`config.mk`:
```
export PLATFORM = sky130hd
export DESIGN_NAME = uart_cmd_decoder
export DESIGN_NICKNAME = d
export VERILOG_FILES = /design/src/rtl/uart_cmd_decoder.sv
export SDC_FILE = /design/constraint.sdc
export NUM_CORES = 1
export LEC_CHECK = 0
export BUFFER_PORTS_ARGS = -buffer_cell sky130_fd_sc_hd__buf_2
export CAP_MARGIN = 0
export CELL_PAD_IN_SITES_DETAIL_PLACEMENT = 1
export CELL_PAD_IN_SITES_GLOBAL_PLACEMENT = 2
export CORE_MARGIN = 2
export CORE_UTILIZATION = 37
export CTS_BUF_LIST = sky130_fd_sc_hd__clkbuf_16
export CTS_CLUSTER_SIZE = 25
export DETAILED_ROUTE_END_ITERATION = 10
export PLACE_DENSITY_LB_ADDON = 0.1
export SLEW_MARGIN = 40
export SYNTH_ARGS = -nofsm -noshare
export SYNTH_HDL_FRONTEND = slang
export SYNTH_SLANG_ARGS = --single-unit
```
`constraint.sdc`:
```
create_clock -name clock -period 3.66 [get_ports clock]
set_input_delay 0.366 -clock clock [delete_from_list [all_inputs] [get_ports clock]]
set_output_delay 0.366 -clock clock [all_outputs]
set_load 0.005 [all_outputs]
```
`src/rtl/uart_cmd_decoder.sv`:
```
// Parses 5-byte SYNC/CMD/ADDR/DATA/SUM frames from the RX UART, runs register
// write/read cycles, and returns ACK/NAK (plus read data) over a ready/valid port.
module uart_cmd_decoder #(
    parameter int          TIMEOUT_CYCLES = 4160,
    parameter logic [7:0]  SYNC_BYTE      = 8'hA5
) (
    input  logic       clock,
    input  logic       reset_n,
    input  logic [7:0] rx_data_i,
    input  logic       rx_valid_i,
    output logic [7:0] reg_addr_o,
    output logic [7:0] reg_wdata_o,
    output logic       reg_write_o,
    output logic       reg_read_o,
    input  logic [7:0] reg_rdata_i,
    output logic [7:0] tx_data_o,
    output logic       tx_valid_o,
    input  logic       tx_ready_i,
    output logic       frame_error_o,
    output logic [7:0] drop_count_o
);

    localparam logic [7:0] CMD_WRITE = 8'h57;
    localparam logic [7:0] CMD_READ  = 8'h52;
    localparam logic [7:0] RESP_ACK  = 8'h06;
    localparam logic [7:0] RESP_NAK  = 8'h15;
    localparam int         TW        = $clog2(TIMEOUT_CYCLES + 1);
    localparam logic [TW-1:0] TIMER_LAST = TW'(TIMEOUT_CYCLES - 1);
    localparam logic [TW-1:0] TIMER_ONE  = {{(TW-1){1'b0}}, 1'b1};

    typedef enum logic [3:0] {
        S_IDLE, S_CMD, S_ADDR, S_DATA, S_SUM, S_EXEC, S_RDWAIT, S_RESP0, S_RESP1
    } state_t;

    state_t        r_state;
    state_t        w_next;
    logic [7:0]    r_cmd;
    logic [7:0]    r_addr;
    logic [7:0]    r_data;
    logic [7:0]    r_rdata;
    logic [7:0]    r_resp;
    logic          r_is_write;
    logic          r_send_rdata;
    logic [TW-1:0] r_timer;
    logic [7:0]    r_drop;
    logic          r_frame_err;

    logic [7:0]    w_sum;
    logic          w_cmd_ok;
    logic          w_timer_hit;
    logic          w_in_frame;
    logic          w_busy;
    logic          w_good;
    logic          w_nak;
    logic          w_timeout;

    assign w_sum       = r_cmd + r_addr + r_data;
    assign w_cmd_ok    = (r_cmd == CMD_WRITE) || (r_cmd == CMD_READ);
    assign w_timer_hit = (r_timer == TIMER_LAST);
    assign w_in_frame  = (r_state == S_CMD) || (r_state == S_ADDR) ||
                         (r_state == S_DATA) || (r_state == S_SUM);
    assign w_busy      = (r_state == S_EXEC) || (r_state == S_RDWAIT) ||
                         (r_state == S_RESP0) || (r_state == S_RESP1);

    always_ff @(posedge clock or negedge reset_n) begin
        if (!reset_n) begin
            r_state <= S_IDLE;
        end else begin
            r_state <= w_next;
        end
    end

    always_comb begin
        w_next      = r_state;
        w_good      = 1'b0;
        w_nak       = 1'b0;
        w_timeout   = 1'b0;
        reg_write_o = 1'b0;
        reg_read_o  = 1'b0;
        tx_valid_o  = 1'b0;
        case (r_state)
            S_IDLE: begin
                if (rx_valid_i && (rx_data_i == SYNC_BYTE)) w_next = S_CMD;
            end
            S_CMD, S_ADDR, S_DATA: begin
                if (rx_valid_i) begin
                    w_next = (r_state == S_CMD)  ? S_ADDR :
                             (r_state == S_ADDR) ? S_DATA : S_SUM;
                end else if (w_timer_hit) begin
                    w_next    = S_IDLE;
                    w_timeout = 1'b1;
                end
            end
            S_SUM: begin
                if (rx_valid_i) begin
                    if ((rx_data_i == w_sum) && w_cmd_ok) begin
                        w_next = S_EXEC;
                        w_good = 1'b1;
                    end else begin
                        w_next = S_RESP0;
                        w_nak  = 1'b1;
                    end
                end else if (w_timer_hit) begin
                    w_next    = S_IDLE;
                    w_timeout = 1'b1;
                end
            end
            S_EXEC: begin
                reg_write_o = r_is_write;
                reg_read_o  = !r_is_write;
                w_next      = r_is_write ? S_RESP0 : S_RDWAIT;
            end
            S_RDWAIT: w_next = S_RESP0;
            S_RESP0: begin
                tx_valid_o = 1'b1;
                if (tx_ready_i) w_next = r_send_rdata ? S_RESP1 : S_IDLE;
            end
            S_RESP1: begin
                tx_valid_o = 1'b1;
                if (tx_ready_i) w_next = S_IDLE;
            end
            default: w_next = S_IDLE;
        endcase
    end

    // Frame fields, response byte and read data capture.
    always_ff @(posedge clock or negedge reset_n) begin
        if (!reset_n) begin
            r_cmd        <= 8'h00;
            r_addr       <= 8'h00;
            r_data       <= 8'h00;
            r_rdata      <= 8'h00;
            r_resp       <= 8'h00;
            r_is_write   <= 1'b0;
            r_send_rdata <= 1'b0;
            r_frame_err  <= 1'b0;
        end else begin
            if (rx_valid_i && (r_state == S_CMD))  r_cmd  <= rx_data_i;
            if (rx_valid_i && (r_state == S_ADDR)) r_addr <= rx_data_i;
            if (rx_valid_i && (r_state == S_DATA)) r_data <= rx_data_i;
            if (r_state == S_RDWAIT)               r_rdata <= reg_rdata_i;
            if (w_good) begin
                r_is_write   <= (r_cmd == CMD_WRITE);
                r_send_rdata <= (r_cmd == CMD_READ);
                r_resp       <= RESP_ACK;
            end else if (w_nak) begin
                r_send_rdata <= 1'b0;
                r_resp       <= RESP_NAK;
            end
            r_frame_err <= w_nak || w_timeout;
        end
    end

    // Timer restarts from zero on entry from IDLE and on every accepted byte.
    always_ff @(posedge clock or negedge reset_n) begin
        if (!reset_n) begin
            r_timer <= '0;
            r_drop  <= 8'h00;
        end else begin
            if (w_in_frame && !rx_valid_i) r_timer <= r_timer + TIMER_ONE;
            else                           r_timer <= '0;
            if (w_busy && rx_valid_i && (r_drop != 8'hFF)) r_drop <= r_drop + 8'd1;
        end
    end

    assign reg_addr_o    = r_addr;
    assign reg_wdata_o   = r_data;
    assign tx_data_o     = (r_state == S_RESP1) ? r_rdata : r_resp;
    assign frame_error_o = r_frame_err;
    assign drop_count_o  = r_drop;

endmodule

```
==> flow_metrics.env <==
export IMPL_status="complete, no violations"
export IMPL_grt_pass1_wl_um=12900
export IMPL_vias=2369
export IMPL_grt_overflow_total=0
export IMPL_met2_usage=0.264
export IMPL_die_area_um2=9660
export IMPL_end_kind="flip-flop"
export IMPL_dominantRegCellSynth="dfrtp_1"
export IMPL_yosysTopAreaCell="dfrtp_1"
export IMPL_syn_inst=285
export IMPL_crit_type="flip-flop to flip-flop"
export IMPL_fin_crit_sh=0.820
export IMPL_hpwlAfterDp_um=5420
export IMPL_power_net_switching_mw=1.46
export IMPL_r2r_slack_ns=0.66
export IMPL_route_detailed_drc=0
export IMPL_wl_um=7500
export IMPL_ys_warn_count=0
export IMPL_total_leakage_power_nw=1.80
export IMPL_diodes=0
export IMPL_clk_root_buffer_cell="clkbuf_16"
export IMPL_clock_power_share=0.209
export IMPL_synthTopCellsByArea="dfrtp_1 (48%), mux2_2 (12%), xnor2_1 (6.7%)"
export IMPL_drt_iter0_markers=45
export IMPL_grt_usage=0.168
export IMPL_synth_fp_nets=321
export IMPL_drive_gt1_frac=0.310
export IMPL_synth_top_cells_by_count="dfrtp_1 (63), mux2_2 (35), nor2_1 (25), xnor2_1 (25), nand2_1 (17)"
export IMPL_first_pass_iters=4
export IMPL_cts_repair_resized=0
export IMPL_worstMarginPinSlew_ns=0.705
export IMPL_syn_area_um2=3290
export IMPL_routabilityCongestion=0.748
export IMPL_p_comb_frac=0.478
export IMPL_io_pins=56
export IMPL_seq_power_share=0.313
export IMPL_num_rows=34
export IMPL_ys_seq_area_frac=0.479
export IMPL_maxSlewViolCount=0
export IMPL_setup_tns_final_ns=0
export IMPL_maxCapViolations=0
export IMPL_cts_tree="yes"
export IMPL_whs_ns=0.0189
export IMPL_vdd_drop_max_uv=432
export IMPL_die_height_um=98.3
export IMPL_ant_nets=0
export IMPL_worstSetupStartpoint="reg_addr_o[1]"
export IMPL_grt_start_max_net_pins=44
export IMPL_htreeDepth=3
export IMPL_cts_hold_buffers=0
export IMPL_r2r_start="reg_addr_o[1]"
export IMPL_hold_viol_final=0
export IMPL_synth_top_area_share=0.479
export IMPL_cts_sinks=63
export IMPL_crit_fanout=3
export IMPL_hold_path_class="input port to asynchronous set/reset pin"
export IMPL_core_um2=8680
export IMPL_fin_skew_ns=0.00441
export IMPL_synthDistinctLibCells=42
export IMPL_async_reset_ff_frac=1.00
export IMPL_syn_area_per_cell_um2=11.5
export IMPL_postCtsSetupBuffers=0
export IMPL_start_util=0.379
export IMPL_ys_seq_elements=63
export IMPL_synth_edf_count=0
export IMPL_cp_required_ns=3.86
export IMPL_p_sw_frac=0.379
export IMPL_clock_fmax_ghz=0.333
export IMPL_insertion_delay_ns=0.33
export IMPL_synthToLayoutAreaGrowth_pct=20.6
export IMPL_nets=383
export IMPL_yosysMostFrequentCell="dfrtp_1"
export IMPL_wire_per_inst_um=16.3
export IMPL_clockBufferDepth=2
export IMPL_start_kind="flip-flop"
export IMPL_fp_dieW_um=98.3
export IMPL_relSlewSlack=0.529
export IMPL_period_needed_ns=3.00
export IMPL_grt_setup_unrepaired="false"
export IMPL_clk_pin_slew_ns=0.05
export IMPL_finalSetupViolCount=0
export IMPL_arrival_ns=3.20
export IMPL_p_int_mw=2.40
export IMPL_grt_pass1_vias=2557
export IMPL_met3_usage=0.0351
export IMPL_io_buffer_count=55
export IMPL_cts_made_buffers=9
export IMPL_antenna_found_initial=0
export IMPL_powerDensity_nw_per_um2=974
export IMPL_r2r_cells=9
export IMPL_grt_busiest_layer="met2"
export IMPL_via_per_inst=5.15
export IMPL_grtUsageMet1=0.228
==> cell usage in the layout (no fill, tap or decap), drive strengths merged, types with 2 or more instances in the layout <==
cell and instances:
dfrtp 63, buf 56, mux2 36, nor2 25
xnor2 25, nand2 17, nand3 13, and3 9
nand4 9, xor2 9, clkbuf 9, fa 8
ha 8, a21oi 8, o21ai 6, nor3 6
inv 5, or3 5, a31oi 5, clkinv 5
nand2b 3, nor4b 3, nor2b 2, o21bai 2
==> metal layers <==
layer	part of all wire	vias up
li1	-	1133
met1	0.49	1184
met2	0.46	42
met3	0.036	10
met4	0.018	0
met5	0	-
==> per-stage QoR <==
stage                     power, mW  instances  utilization  area (µm²)  setup slack, ns
after floorplan                2.60        285            -        3290            0.800
final                          3.87        460        0.457        3970            0.658
after CTS                      3.94        460        0.457        3970            0.633
after global routing           4.24        460        0.457        3970            0.506
after detailed placement       3.10        444        0.425        3690            0.662
after global placement         3.05        444        0.425        3680            0.705
==> flip-flops by register name (all words and copies together) (netlist names) <==
register	flops
drop_count_o	8
frame_error_o	1
r_cmd	8
r_is_write	1
r_rdata	8
r_resp	3
r_send_rdata	1
r_state	4
r_timer	13
reg_addr_o	8
reg_wdata_o	8
==> power by group through the flow <==
stage	clock (mW)	combinational, mW	sequential (mW)
CTS	0.832	1.89	1.21
finish	0.810	1.85	1.21
global placement	0	1.84	1.21
detailed placement	0	1.87	1.22
floorplan	0	1.46	1.14
global route	0.866	2.12	1.26
==> cells by family after synthesis <==
group	Yosys count	share of synthesized area
simple gates	98	0.160
flops	63	0.479
mux	37	0.126
xor+xnor	34	0.0905
compound gates	28	0.0536
fa+ha+maj	16	0.0791
buf+inv	9	0.0118
==> final timing paths <==
kind / to
setup / recovery: r_state[1]
min in group clock: r_rdata[5]
hold / removal: drop_count_o[4]
hold reg to reg: r_resp[2]
max in group asynchronous: r_state[0]
setup reg to reg: r_state[1]
==> cell type report <==
class                   instances  area, µm²
repair buffers                 56        285
inverters                       4       15.0
fillers                       972       4710
multi-input cells             213       1680
clock buffers                   9        225
flip-flops and latches         63       1580
clock inverters                 7       55.1
well taps                     108        135
==> worst max-delay path, cell delays in order, from the launching register on <==
cell     delay [ns]
dfrtp_1        0.40
fa_1           0.48
ha_1           0.24
fa_1           0.41
xnor2_1        0.20
xnor2_1        0.08
or3_1          0.38
nor3_2         0.14
a31oi_1        0.14
or3_1          0.40
No activity file was read; power rests on OpenSTA's default activity.
